--- src/rtl/fetch_pc_ctl_if.sv ---
// Fetch PC control bus: redirect requests, stall, accepted-instruction
// qualifiers flowing into the PC block, and the registered fetch PC out.
interface fetch_pc_ctl_if;
    logic        stall;
    logic        trap_en;
    logic [63:0] trap_pc;
    logic        bj_en;
    logic [63:0] bj_pc;
    logic        inst_valid;
    logic        inst_compressed;
    logic [63:0] pc;

    // Requester side (pipeline control / execute / commit)
    modport master (
        output stall,
        output trap_en,
        output trap_pc,
        output bj_en,
        output bj_pc,
        output inst_valid,
        output inst_compressed,
        input  pc
    );

    // PC block side
    modport slave (
        input  stall,
        input  trap_en,
        input  trap_pc,
        input  bj_en,
        input  bj_pc,
        input  inst_valid,
        input  inst_compressed,
        output pc
    );
endinterface

--- src/rtl/fetch_pc_ctl.sv ---
// Fetch program-counter control: one 64-bit PC register, a strict-priority
// next-PC mux (reset > trap > branch/jump > stall > sequential advance) and
// the +2/+4 sequential adders. Redirect targets are halfword aligned on load.
module fetch_pc_ctl #(
    parameter logic [63:0] RESET_PC = 64'h0000_0000_8000_0000
) (
    input  logic           clk,
    input  logic           rst_n,
    fetch_pc_ctl_if.slave  bus
);

    logic [63:0] pc_reg;
    logic [63:0] pc_next;
    logic [63:0] pc_seq;

    // Sequential advance size chosen by instruction width; wraps modulo 2^64
    always_comb begin
        pc_seq = pc_reg + (bus.inst_compressed ? 64'd2 : 64'd4);
    end

    // Next-PC selection; redirects override stall and never add an increment
    always_comb begin
        pc_next = pc_reg;
        if (bus.trap_en) begin
            pc_next = {bus.trap_pc[63:1], 1'b0};
        end else if (bus.bj_en) begin
            pc_next = {bus.bj_pc[63:1], 1'b0};
        end else if (bus.stall) begin
            pc_next = pc_reg;
        end else if (bus.inst_valid) begin
            pc_next = pc_seq;
        end
    end

    // PC register; reset wins over every pending redirect
    always_ff @(posedge clk) begin
        if (!rst_n) begin
            pc_reg <= RESET_PC;
        end else begin
            pc_reg <= pc_next;
        end
    end

    assign bus.pc = pc_reg;

endmodule

--- src/flat_wrapper.sv ---
// flat-port wrapper written by rule: the top's interface ports become plain ports
module fetch_pc_ctl_flat 
#(
    parameter logic [63:0] RESET_PC = 64'h0000_0000_8000_0000
)
  (clk, rst_n, bus_stall, bus_trap_en, bus_trap_pc, bus_bj_en, bus_bj_pc, bus_inst_valid, bus_inst_compressed, bus_pc);
  fetch_pc_ctl_if bus_i ();
  input  logic clk;
  input  logic rst_n;
  input wire logic [$bits(bus_i.stall)-1:0] bus_stall;
  input wire logic [$bits(bus_i.trap_en)-1:0] bus_trap_en;
  input wire logic [$bits(bus_i.trap_pc)-1:0] bus_trap_pc;
  input wire logic [$bits(bus_i.bj_en)-1:0] bus_bj_en;
  input wire logic [$bits(bus_i.bj_pc)-1:0] bus_bj_pc;
  input wire logic [$bits(bus_i.inst_valid)-1:0] bus_inst_valid;
  input wire logic [$bits(bus_i.inst_compressed)-1:0] bus_inst_compressed;
  output wire logic [$bits(bus_i.pc)-1:0] bus_pc;
  assign bus_i.stall = bus_stall;
  assign bus_i.trap_en = bus_trap_en;
  assign bus_i.trap_pc = bus_trap_pc;
  assign bus_i.bj_en = bus_bj_en;
  assign bus_i.bj_pc = bus_bj_pc;
  assign bus_i.inst_valid = bus_inst_valid;
  assign bus_i.inst_compressed = bus_inst_compressed;
  assign bus_pc = bus_i.pc;
  fetch_pc_ctl #(.RESET_PC(RESET_PC)) u_core (.clk(clk), .rst_n(rst_n), .bus(bus_i));
endmodule
--- config.mk ---
export PLATFORM = sky130hd
export DESIGN_NAME = fetch_pc_ctl_flat
export DESIGN_NICKNAME = d
export VERILOG_FILES = /design/src/rtl/fetch_pc_ctl_if.sv /design/src/rtl/fetch_pc_ctl.sv /design/src/flat_wrapper.sv
export SDC_FILE = /design/constraint.sdc
export NUM_CORES = 1
export LEC_CHECK = 0
export BUFFER_PORTS_ARGS = -buffer_cell sky130_fd_sc_hd__buf_4
export CAP_MARGIN = 30
export CORE_ASPECT_RATIO = 1.2
export CORE_UTILIZATION = 41
export CTS_CLUSTER_SIZE = 20
export DETAILED_ROUTE_END_ITERATION = 10
export HOLD_SLACK_MARGIN = 0.08
export PLACE_DENSITY = 0.71
export SKIP_LAST_GASP = 1
export SYNTH_ARGS = -nofsm -noshare
export SYNTH_HDL_FRONTEND = slang
export SYNTH_SLANG_ARGS = --single-unit
--- constraint.sdc ---
create_clock -name clk -period 3.3 [get_ports clk]
set_clock_uncertainty 0.1 [all_clocks]
set_input_delay 0.165 -clock clk [delete_from_list [all_inputs] [get_ports clk]]
set_output_delay 0.165 -clock clk [all_outputs]
set_load 0.05 [all_outputs]
==> results of run 1 <==
==> layout make-up <==
type / count / share of cell area (%)
Clock buffer: 13 / 3.88
Clock inverter: 3 / 0.574
Inverter: 12 / 0.646
Multi-Input combinational cell: 487 / 42.3
Sequential cell: 63 / 18.1
Tap cell: 129 / 2.31
Timing Repair Buffer: 277 / 32.2
==> layer usage <==
metal | vias up | share of wire (%) | global-route usage (%)
met4 | 0 | 2.6 | 12.5
met3 | 38 | 6.9 | 5.43
met1 | 2693 | 39 | 34.7
li1 | 2734 | - | -
met2 | 290 | 52 | 57.5
met5 | - | 0 | 0
==> what timing repair did <==
action | 4_1_cts | 5_1_grt
hold endpoints to repair | 46 | 0
endpoints found under the setup margin | 0 | 2
hold buffers | 67 | 0
setup buffers | 0 | 0
gates resized for setup | 0 | 2
==> Yosys cell counts (2+ instances only) <==
cell type / count
nor3_1: 22
mux2_2: 2
ha_1: 2
and4_1: 4
nand3_1: 38
nand3b_1: 3
o21ai_1: 2
a21oi_1: 34
mux2i_1: 5
o22ai_1: 16
o21ai_0: 34
and2_1: 9
buf_1: 5
o31a_1: 2
a31oi_1: 3
nand2_1: 69
dfxtp_1: 63
a222oi_1: 6
clkbuf_1: 32
a22o_1: 4
o211ai_1: 30
nor4_1: 12
o21a_1: 5
o31ai_1: 3
or3_1: 4
xor2_1: 19
nor2_1: 47
xnor2_1: 28
and3_1: 20
o221ai_1: 4
or4_1: 4
a211oi_1: 5
inv_1: 11
a21o_1: 2
nand4_1: 25
a22oi_1: 7
==> per-stage QoR <==
stage               power [mW]  TNS [ns]
global route              2.77   -0.0382
floorplan                 1.32         0
CTS                       2.67         0
global placement          1.60         0
finish                    2.67         0
detailed placement        1.62         0
==> cell families (layout without fill, tap and decap cells) <==
group | count (synthesis) | in the layout
buffers and inverters | 52 | 305
XOR/XNOR | 47 | 47
flip-flops | 63 | 63
other | 1 | 1
adder cells (fa/ha/maj) | 3 | 3
multiplexers | 7 | 7
AO/OA/AOI/OAI | 164 | 164
AND/OR/NAND/NOR | 265 | 265
==> path summary, 6_finish.rpt <==
path	slack [ns]	end	depth (start not counted)
max reg2reg	0.09	u_core.bus.pc[23]	11
max	0.09	u_core.bus.pc[23]	11
min	0.09	u_core.bus.pc[10]	3
min reg2reg	0.38	u_core.bus.pc[1]	2
==> worst max-delay path: cells and delay by family (launching register included) <==
family	cells	cell delay [ns]
adders and majority gates	2	0.62
DFF	1	0.36
AOI/OAI and AO/OA	1	0.33
buffers and inverters	3	0.87
xor gates and xnor gates	1	0.16
and+or+nand+nor	4	0.65
==> cell usage in the layout, fill, tap and decap left out, types with 5 or more instances in the layout <==
master and instances:
xor2_1 19, nand4_1 25, a21oi_1 34, and2_1 9
o22ai_1 16, inv_1 11, nor4_1 11, dfxtp_1 63
mux2i_1 5, clkbuf_16 9, buf_4 210, nand2_1 69
a211oi_1 5, and3_1 20, o211ai_1 30, xnor2_1 28
a222oi_1 6, nor3_1 21, nor2_1 47, a22oi_1 7
o21a_1 5, o21ai_0 34, nand3_1 38, dlygate4sd3_1 67
==> where the power goes <==
part	total, mW	leakage, nW	switching, mW	internal, mW
Clock	0.990	0.156	0.346	0.644
Sequential	0.907	0.523	0.0881	0.819
Combinational	0.775	2.18	0.432	0.343
Total	2.67	2.86	0.867	1.81
==> out/metrics.yaml, run 1 <==
path_clk_slew_ns: 0.05
synth_xor_area_share_pct: 9.34
overflow: 0
synthMuxAreaShare_pct: 1.65
cts_tree: "yes"
seq_area_frac_synth_pct: 28.6
maxSlewViolCount: 0
syn_area_sq_um: 4410
io_pins: 199
cp-start-kind: "flip-flop"
cts_made_buffers: 9
async_flop_share_pct: 0
hold_ws_ns: 0.0882
areaGrowthSynthToFinish_pct: 58.3
fin_ws_ns: 0.0898
startpoint: "u_core.bus.pc[1]"
post-place-ws_ns: 0.229
syn_inst: 602
tightestPinTransition_ns: 0.839
arrival_ns: 3.32
grt_pass1_vias: 5528
rsz0062_at_grt: "true"
numPortBuffers: 195
hpwlAfterDp_um: 12300
ys_ff_latch: 63
viasPerCell: 5.85
start_util_pct: 42.1
synth.area.top_cells: "dfxtp_1, nand2_1, xnor2_1"
gp_congestion: 0.904
final_cells: 984
reg2reg_from: "u_core.bus.pc[1]"
fin_util_pct: 66.6
htreeDepth: 3
drive_above_1_share_pct: 27.5
grt_max_degree: 45
drtIter0Drc: 443
fmax_mhz: 312
drt-total-wl_um: 17500
post-route-period-util_pct: 97.3
relSlewSlack_pct: 43.9
synth_cell_type_count: 57
regArea_sq_um: 1260
finalNetCount: 988
clkSinkCount: 63
vias: 5755
critPathMaxFanout: 6
synth_top_family_by_area: "simple AND/OR/NAND/NOR gates"
largest_reg_flops: 63
num-fill-cells: 912
synth_edf_count: 0
first_pass_iters: 7
wl_per_cell_um: 17.8
antenna_found_initial: 0
grt_pass1_wl_um: 27600
period_needed_ns: 3.21
ys.flop_type: "dfxtp_1"
drc: 0
fp.dieW_um: 96.6
drv_cap: 0
power-per-cell-area_nw_per_um2: 383
finalHoldViolCount: 0
place_inst: 901
hp-start: "bus_bj_pc[10]"
design_area_sq_um: 6970
cpMaxStageDelayCell: "dlygate4sd3_1"
min_path_type: "primary input to flip-flop"
yosys.area_share.simple_pct: 30.2
slowest_delay_ns: 0.61
ys_warn_count: 0
cp_data_required_time_ns: 3.41
synth_top_area_share_pct: 28.6
setup_viol: 0
cts.path.max_buffers: 2
p_leak_nw: 2.86
status: "complete, no violations"
die_h_um: 116
ant_nets: 0
coreArea_sq_um: 10500
synth_compound_area_share_pct: 24.4
diodes: 0
synth_fp_nets: 740
syn_avg_cell_area_sq_um: 7.32
place_area_sq_um: 5980
cp_cell_sequence: "ha_1 > inv_1 > fa_1 > nand3b_1 > nor3_1 > buf_4 > nand4b_1 > xnor2_1 > a222oi_1 > dlygate4sd3_1 > nor2_1"
critPathCaptureType: "flip-flop"
std_cell_rows: 41
die_area_sq_um: 11200
grt.total_usage_pct: 30.8
yosysTopAreaCell: "dfxtp_1"
insertion_delay_ns: 0.34
synth_fa_ha_area_share_pct: 1.02
cts-root-buf: "clkbuf_16"
multi_input_area_sq_um: 2950
irDropWorstVdd_mv: 0.269
critical_path_class: "flip-flop to flip-flop"
Power figures use the tool's default switching activity.
==> inputs of run 2 (changes only) <==
--- a/config.mk
+++ b/config.mk
@@ -5,6 +5,7 @@
 export SDC_FILE = /design/constraint.sdc
 export NUM_CORES = 1
 export LEC_CHECK = 0
+export ABC_AREA = 1
 export BUFFER_PORTS_ARGS = -buffer_cell sky130_fd_sc_hd__buf_4
 export CAP_MARGIN = 30
 export CORE_ASPECT_RATIO = 1.2
@@ -12,7 +13,7 @@
 export CTS_CLUSTER_SIZE = 20
 export DETAILED_ROUTE_END_ITERATION = 10
 export HOLD_SLACK_MARGIN = 0.08
-export PLACE_DENSITY = 0.71
+export PLACE_DENSITY = 0.68
 export SKIP_LAST_GASP = 1
 export SYNTH_ARGS = -nofsm -noshare
 export SYNTH_HDL_FRONTEND = slang
==> out/metrics.yaml, run 2 <==
cts_setup_buffers: 0
critPathMaxFanout: 7
finalNetCount: 1334
post-route-period-util_pct: 93.1
grt_pass1_vias: 6589
areaGrowthSynthToFinish_pct: 44.4
seq_area_frac_synth_pct: 23.5
start_util_pct: 42.2
final_cell_mix: "nand2_1, buf_4, nor2_1, inv_1"
ant_nets: 0
drc: 0
syn_area_sq_um: 5370
cts_made_buffers: 9
period_needed_ns: 3.07
finalPower_mw: 2.80
drtIter0Drc: 515
path_clk_slew_ns: 0.06
drt-total-wl_um: 22400
tightestPinTransition_ns: 1.06
startpoint: "u_core.bus.pc[1]"
grt_max_degree: 95
seq_power_share_pct: 33.1
io_pins: 199
yosys-top-cells-count: "nand2_1, nor2_1, inv_1"
grt.total_usage_pct: 33.2
combPwrFrac_pct: 29.0
cts_tree: "yes"
async_flop_share_pct: 0
relSlewSlack_pct: 29.5
synth_top_area_share_pct: 23.5
drv_cap: 0
insertion_delay_ns: 0.34
grt_pass1_wl_um: 34700
finalHoldViolCount: 0
vias: 7083
synth.area.top_cells: "dfxtp_1, nand2_1, nor2_1"
rsz0062_at_grt: "false"
first_pass_iters: 5
fin_util_pct: 60.9
synth_edf_count: 0
hp-start: "bus_bj_pc[55]"
maxSlewViolCount: 0
ys.flop_type: "dfxtp_1"
cp_data_required_time_ns: 3.49
cts.path.max_buffers: 2
status: "complete, no violations"
reg2reg_from: "u_core.bus.pc[1]"
die_h_um: 127
coreArea_sq_um: 12700
diodes: 0
hpwlAfterDp_um: 16400
numPortBuffers: 195
ys_ff_latch: 63
overflow: 0
cp-start-kind: "flip-flop"
synth_fp_nets: 1111
fmax_mhz: 326
p_int_mw: 1.81
antenna_found_initial: 0
gp_congestion: 0.953
synth_cell_type_count: 36
min_path_type: "primary input to flip-flop"
arrival_ns: 3.26
power-per-cell-area_nw_per_um2: 361
htreeDepth: 3
die_area_sq_um: 13500
viasPerCell: 5.19
setup_viol: 0
wl_per_cell_um: 16.4
irDropWorstVdd_mv: 0.275
tns_ns: 0
p_leak_nw: 3.34
syn_inst: 973
largest_reg_flops: 63
p_clk_share_pct: 37.9
cts-root-buf: "clkbuf_16"
critPathCaptureType: "flip-flop"
switchingPower_mw: 0.985
fp.dieW_um: 106
critical_path_class: "flip-flop to flip-flop"
final_common_cell: "nand2_1"
std_cell_rows: 45
drive_above_1_share_pct: 19.7
ys_warn_count: 0
clkSinkCount: 63
hold_ws_ns: 0.0901
yosysTopAreaCell: "dfxtp_1"
switching_share_pct: 35.2
syn_avg_cell_area_sq_um: 5.51
synth.most_common_cell: "nand2_1"
==> run 2: layout make-up <==
cell class	count	area [sq um]
timing repair buffer	253	2020
sequential	63	1260
clock inverter	7	97.6
tap	164	205
fill	1326	4980
clock buffer	9	225
inverter	93	349
multi-input combinational	776	3590
==> run 2: worst paths after layout <==
| kind | endpoint | slack (ns) | cells after the start |
|---|---|---|---|
| worst max-delay path | u_core.bus.pc[31] | 0.23 | 12 |
| worst min-delay path | u_core.bus.pc[55] | 0.09 | 5 |
| worst max register to register | u_core.bus.pc[31] | 0.23 | 12 |
| worst min register to register | u_core.bus.pc[46] | 0.46 | 2 |
==> run 2: worst max-delay path: stages, from the launching register on <==
cell and delay, ns:
dfxtp_1 0.38, ha_1 0.23, inv_1 0.07, fa_1 0.44, nor2_4 0.24, nand3_1 0.20, nor2_2 0.25, nand2_2 0.13
xor2_1 0.16, o21ai_0 0.15, nand2_1 0.06, nand3_1 0.06, dlygate4sd3_1 0.54
==> run 2: power by group through the flow <==
stage                     combinational [mW]  sequential [mW]  clock [mW]
after floorplan                        0.278             1.10           0
after global placement                 0.750            0.941           0
after detailed placement               0.755            0.940           0
after CTS                              0.806            0.924        1.06
after global routing                   0.878            0.934        1.09
final                                  0.810            0.926        1.06
==> run 2: kinds of logic (layout without fill, tap and decap cells) <==
| logic type | after synthesis | count (layout) | share of synthesized area, % |
|---|---|---|---|
| compound gates | 176 | 176 | 18.3 |
| xor+xnor | 25 | 25 | 4.08 |
| fa+ha+maj | 3 | 3 | 0.839 |
| buf+inv | 134 | 362 | 9.61 |
| flops | 63 | 63 | 23.5 |
| other cells | 1 | 1 | 0.0699 |
| simple gates | 571 | 571 | 43.6 |
==> run 2: what timing repair did <==
item                       4_1_cts  5_1_grt
setup endpoints to repair        0        0
hold buffers                    49        0
hold endpoints to repair        37        0
resized for setup                0        0
==> run 2: routing by layer <==
metal / GRT usage (%) / part of all wire (%) / vias to the layer above
li1: - / - / 3581
met1: 44.4 / 45 / 3202
met2: 55.9 / 47 / 271
met3: 3.83 / 5.6 / 29
met4: 10.6 / 2.3 / 0
met5: 0 / 0 / -
==> run 2: through the flow <==
stage	instance area (sq um)	instances	setup WS (ns)
global route	7750	1365	0.0314
finish	7750	1365	0.229
floorplan	5370	973	0.623
CTS	7750	1365	0.236
global placement	6940	1300	0.606
detailed placement	6940	1300	0.523
==> inputs of run 3 (changes only) <==
--- a/config.mk
+++ b/config.mk
@@ -5,8 +5,7 @@
 export SDC_FILE = /design/constraint.sdc
 export NUM_CORES = 1
 export LEC_CHECK = 0
-export ABC_AREA = 1
-export BUFFER_PORTS_ARGS = -buffer_cell sky130_fd_sc_hd__buf_4
+export BUFFER_PORTS_ARGS = -buffer_cell sky130_fd_sc_hd__clkbuf_2
 export CAP_MARGIN = 30
 export CORE_ASPECT_RATIO = 1.2
 export CORE_UTILIZATION = 41
==> out/metrics.yaml, run 3 (synthesis gave the netlist of run 1 again) <==
drv_cap: 0
critical_path_class: "flip-flop to flip-flop"
finalPower_mw: 2.47
drc: 0
critPathMaxFanout: 4
path_clk_slew_ns: 0.05
die_area_sq_um: 11200
areaGrowthSynthToFinish_pct: 47.2
final_cells: 991
place_inst: 907
cts.path.max_buffers: 2
htreeDepth: 3
grtUsageMet1_pct: 35.3
tightestPinTransition_ns: 0.719
diodes: 0
finalHoldViolCount: 0
grtUsageMet3_pct: 5.49
numPortBuffers: 195
first_pass_iters: 7
irDropWorstVdd_mv: 0.251
hpwlAfterDp_um: 12100
post_cts_resized: 0
relSlewSlack_pct: 52.1
cp-start-kind: "flip-flop"
p_leak_nw: 2.74
final_cell_mix: "clkbuf_2, nand2_1, dlygate4sd3_1, dfxtp_1, nor2_1"
critPathCaptureType: "flip-flop"
insertion_delay_ns: 0.33
fin_util_pct: 62.0
drive_above_1_share_pct: 27.4
top_usage_layer: "met2"
grt_pass1_vias: 5491
ant_nets: 0
drtIter0Drc: 434
cts_tree: "yes"
setup_viol: 0
drt-total-wl_um: 17400
clkSinkCount: 63
min_path_type: "primary input to flip-flop"
power-per-cell-area_nw_per_um2: 380
io_pins: 199
hold_ws_ns: 0.0870
die_h_um: 116
viasPerCell: 5.87
vias: 5818
final_common_cell: "clkbuf_2"
maxSlewViolCount: 0
std_cell_rows: 41
start_util_pct: 42.1
wl_per_cell_um: 17.5
largest_reg_flops: 63
status: "complete, no violations"
gp_congestion: 0.885
met2_usage_pct: 53.9
post-route-period-util_pct: 94.4
period_needed_ns: 3.11
cp_data_required_time_ns: 3.46
antenna_found_initial: 0
arrival_ns: 3.27
grt_pass1_wl_um: 26800
grt.total_usage_pct: 30.2
cts-root-buf: "clkbuf_16"
tns_ns: 0
fp.dieW_um: 96.6
grt_max_degree: 47
cts_made_buffers: 9
finalNetCount: 996
coreArea_sq_um: 10500
rsz0062_at_grt: "false"
overflow: 0
fmax_mhz: 321
-- run 3: changes by cell type in the layout (fill, tap and decap cells not counted), moves of 19 or more --
cell / previous run / this run
nand2_1: 281 / 69
clkbuf_2: 0 / 195
buf_4: 204 / 22
nor2_1: 193 / 47
inv_1: 92 / 11
a21oi_1: 64 / 34
o21ai_0: 64 / 34
xnor2_1: 5 / 28
and3_1: 0 / 20
dlygate4sd3_1: 49 / 68
-- run 3: what timing repair did --
item | 4_1_cts | 5_1_grt
hold buffers | 68 | 0
buffers inserted | 0 | 1
setup endpoints to repair | 0 | 1
endpoints found under the hold margin | 47 | 0
-- run 3: path summary, 6_finish.rpt --
path,endpoint,cells past startpoint,slack [ns],from
setup reg to reg,u_core.bus.pc[57],11,0.19,u_core.bus.pc[1]
hold reg to reg,u_core.bus.pc[1],2,0.39,u_core.bus.pc[1]
setup / recovery,u_core.bus.pc[57],11,0.19,u_core.bus.pc[1]
hold / removal,u_core.bus.pc[40],5,0.09,bus_trap_pc[40]
-- run 3: worst max-delay path, stage by stage, from the launching register on --
cell and delay, ns:
dfxtp_1 0.36, ha_1 0.20, inv_1 0.06, fa_1 0.40
nand3b_1 0.23, buf_4 0.18, nor3_1 0.13, buf_4 0.16
nand3_1 0.14, nor4_1 0.54, mux2_2 0.40, o21ai_0 0.14
-- run 3: power by group --
part	total (mW)	internal [mW]	switching, mW
registers	0.904	0.819	0.0853
clock network	0.854	0.524	0.330
logic	0.707	0.271	0.436
-- run 3: cell type report --
class                      instances  area, sq um
clock buffer                      14          254
fill                             980         3980
tap                              129          161
inverter                          12         45.0
sequential                        63         1260
clock inverter                     1         5.00
multi-input combinational        487         2940
timing repair buffer             285         1820
-- run 3: through the flow --
step | area, sq um | setup WS [ns]
2_1_floorplan | 4410 | 0.150
3_3_place_gp | 5540 | 0.441
3_5_place_dp | 5540 | 0.354
4_1_cts | 6480 | 0.188
5_1_grt | 6490 | 0.00391
6_report | 6490 | 0.186
-- run 3: per-layer routing --
layer | up-vias | share of wire [%]
met5 | - | 0
met4 | 0 | 3.0
met3 | 52 | 6.9
met2 | 277 | 51
met1 | 2732 | 40
li1 | 2757 | -
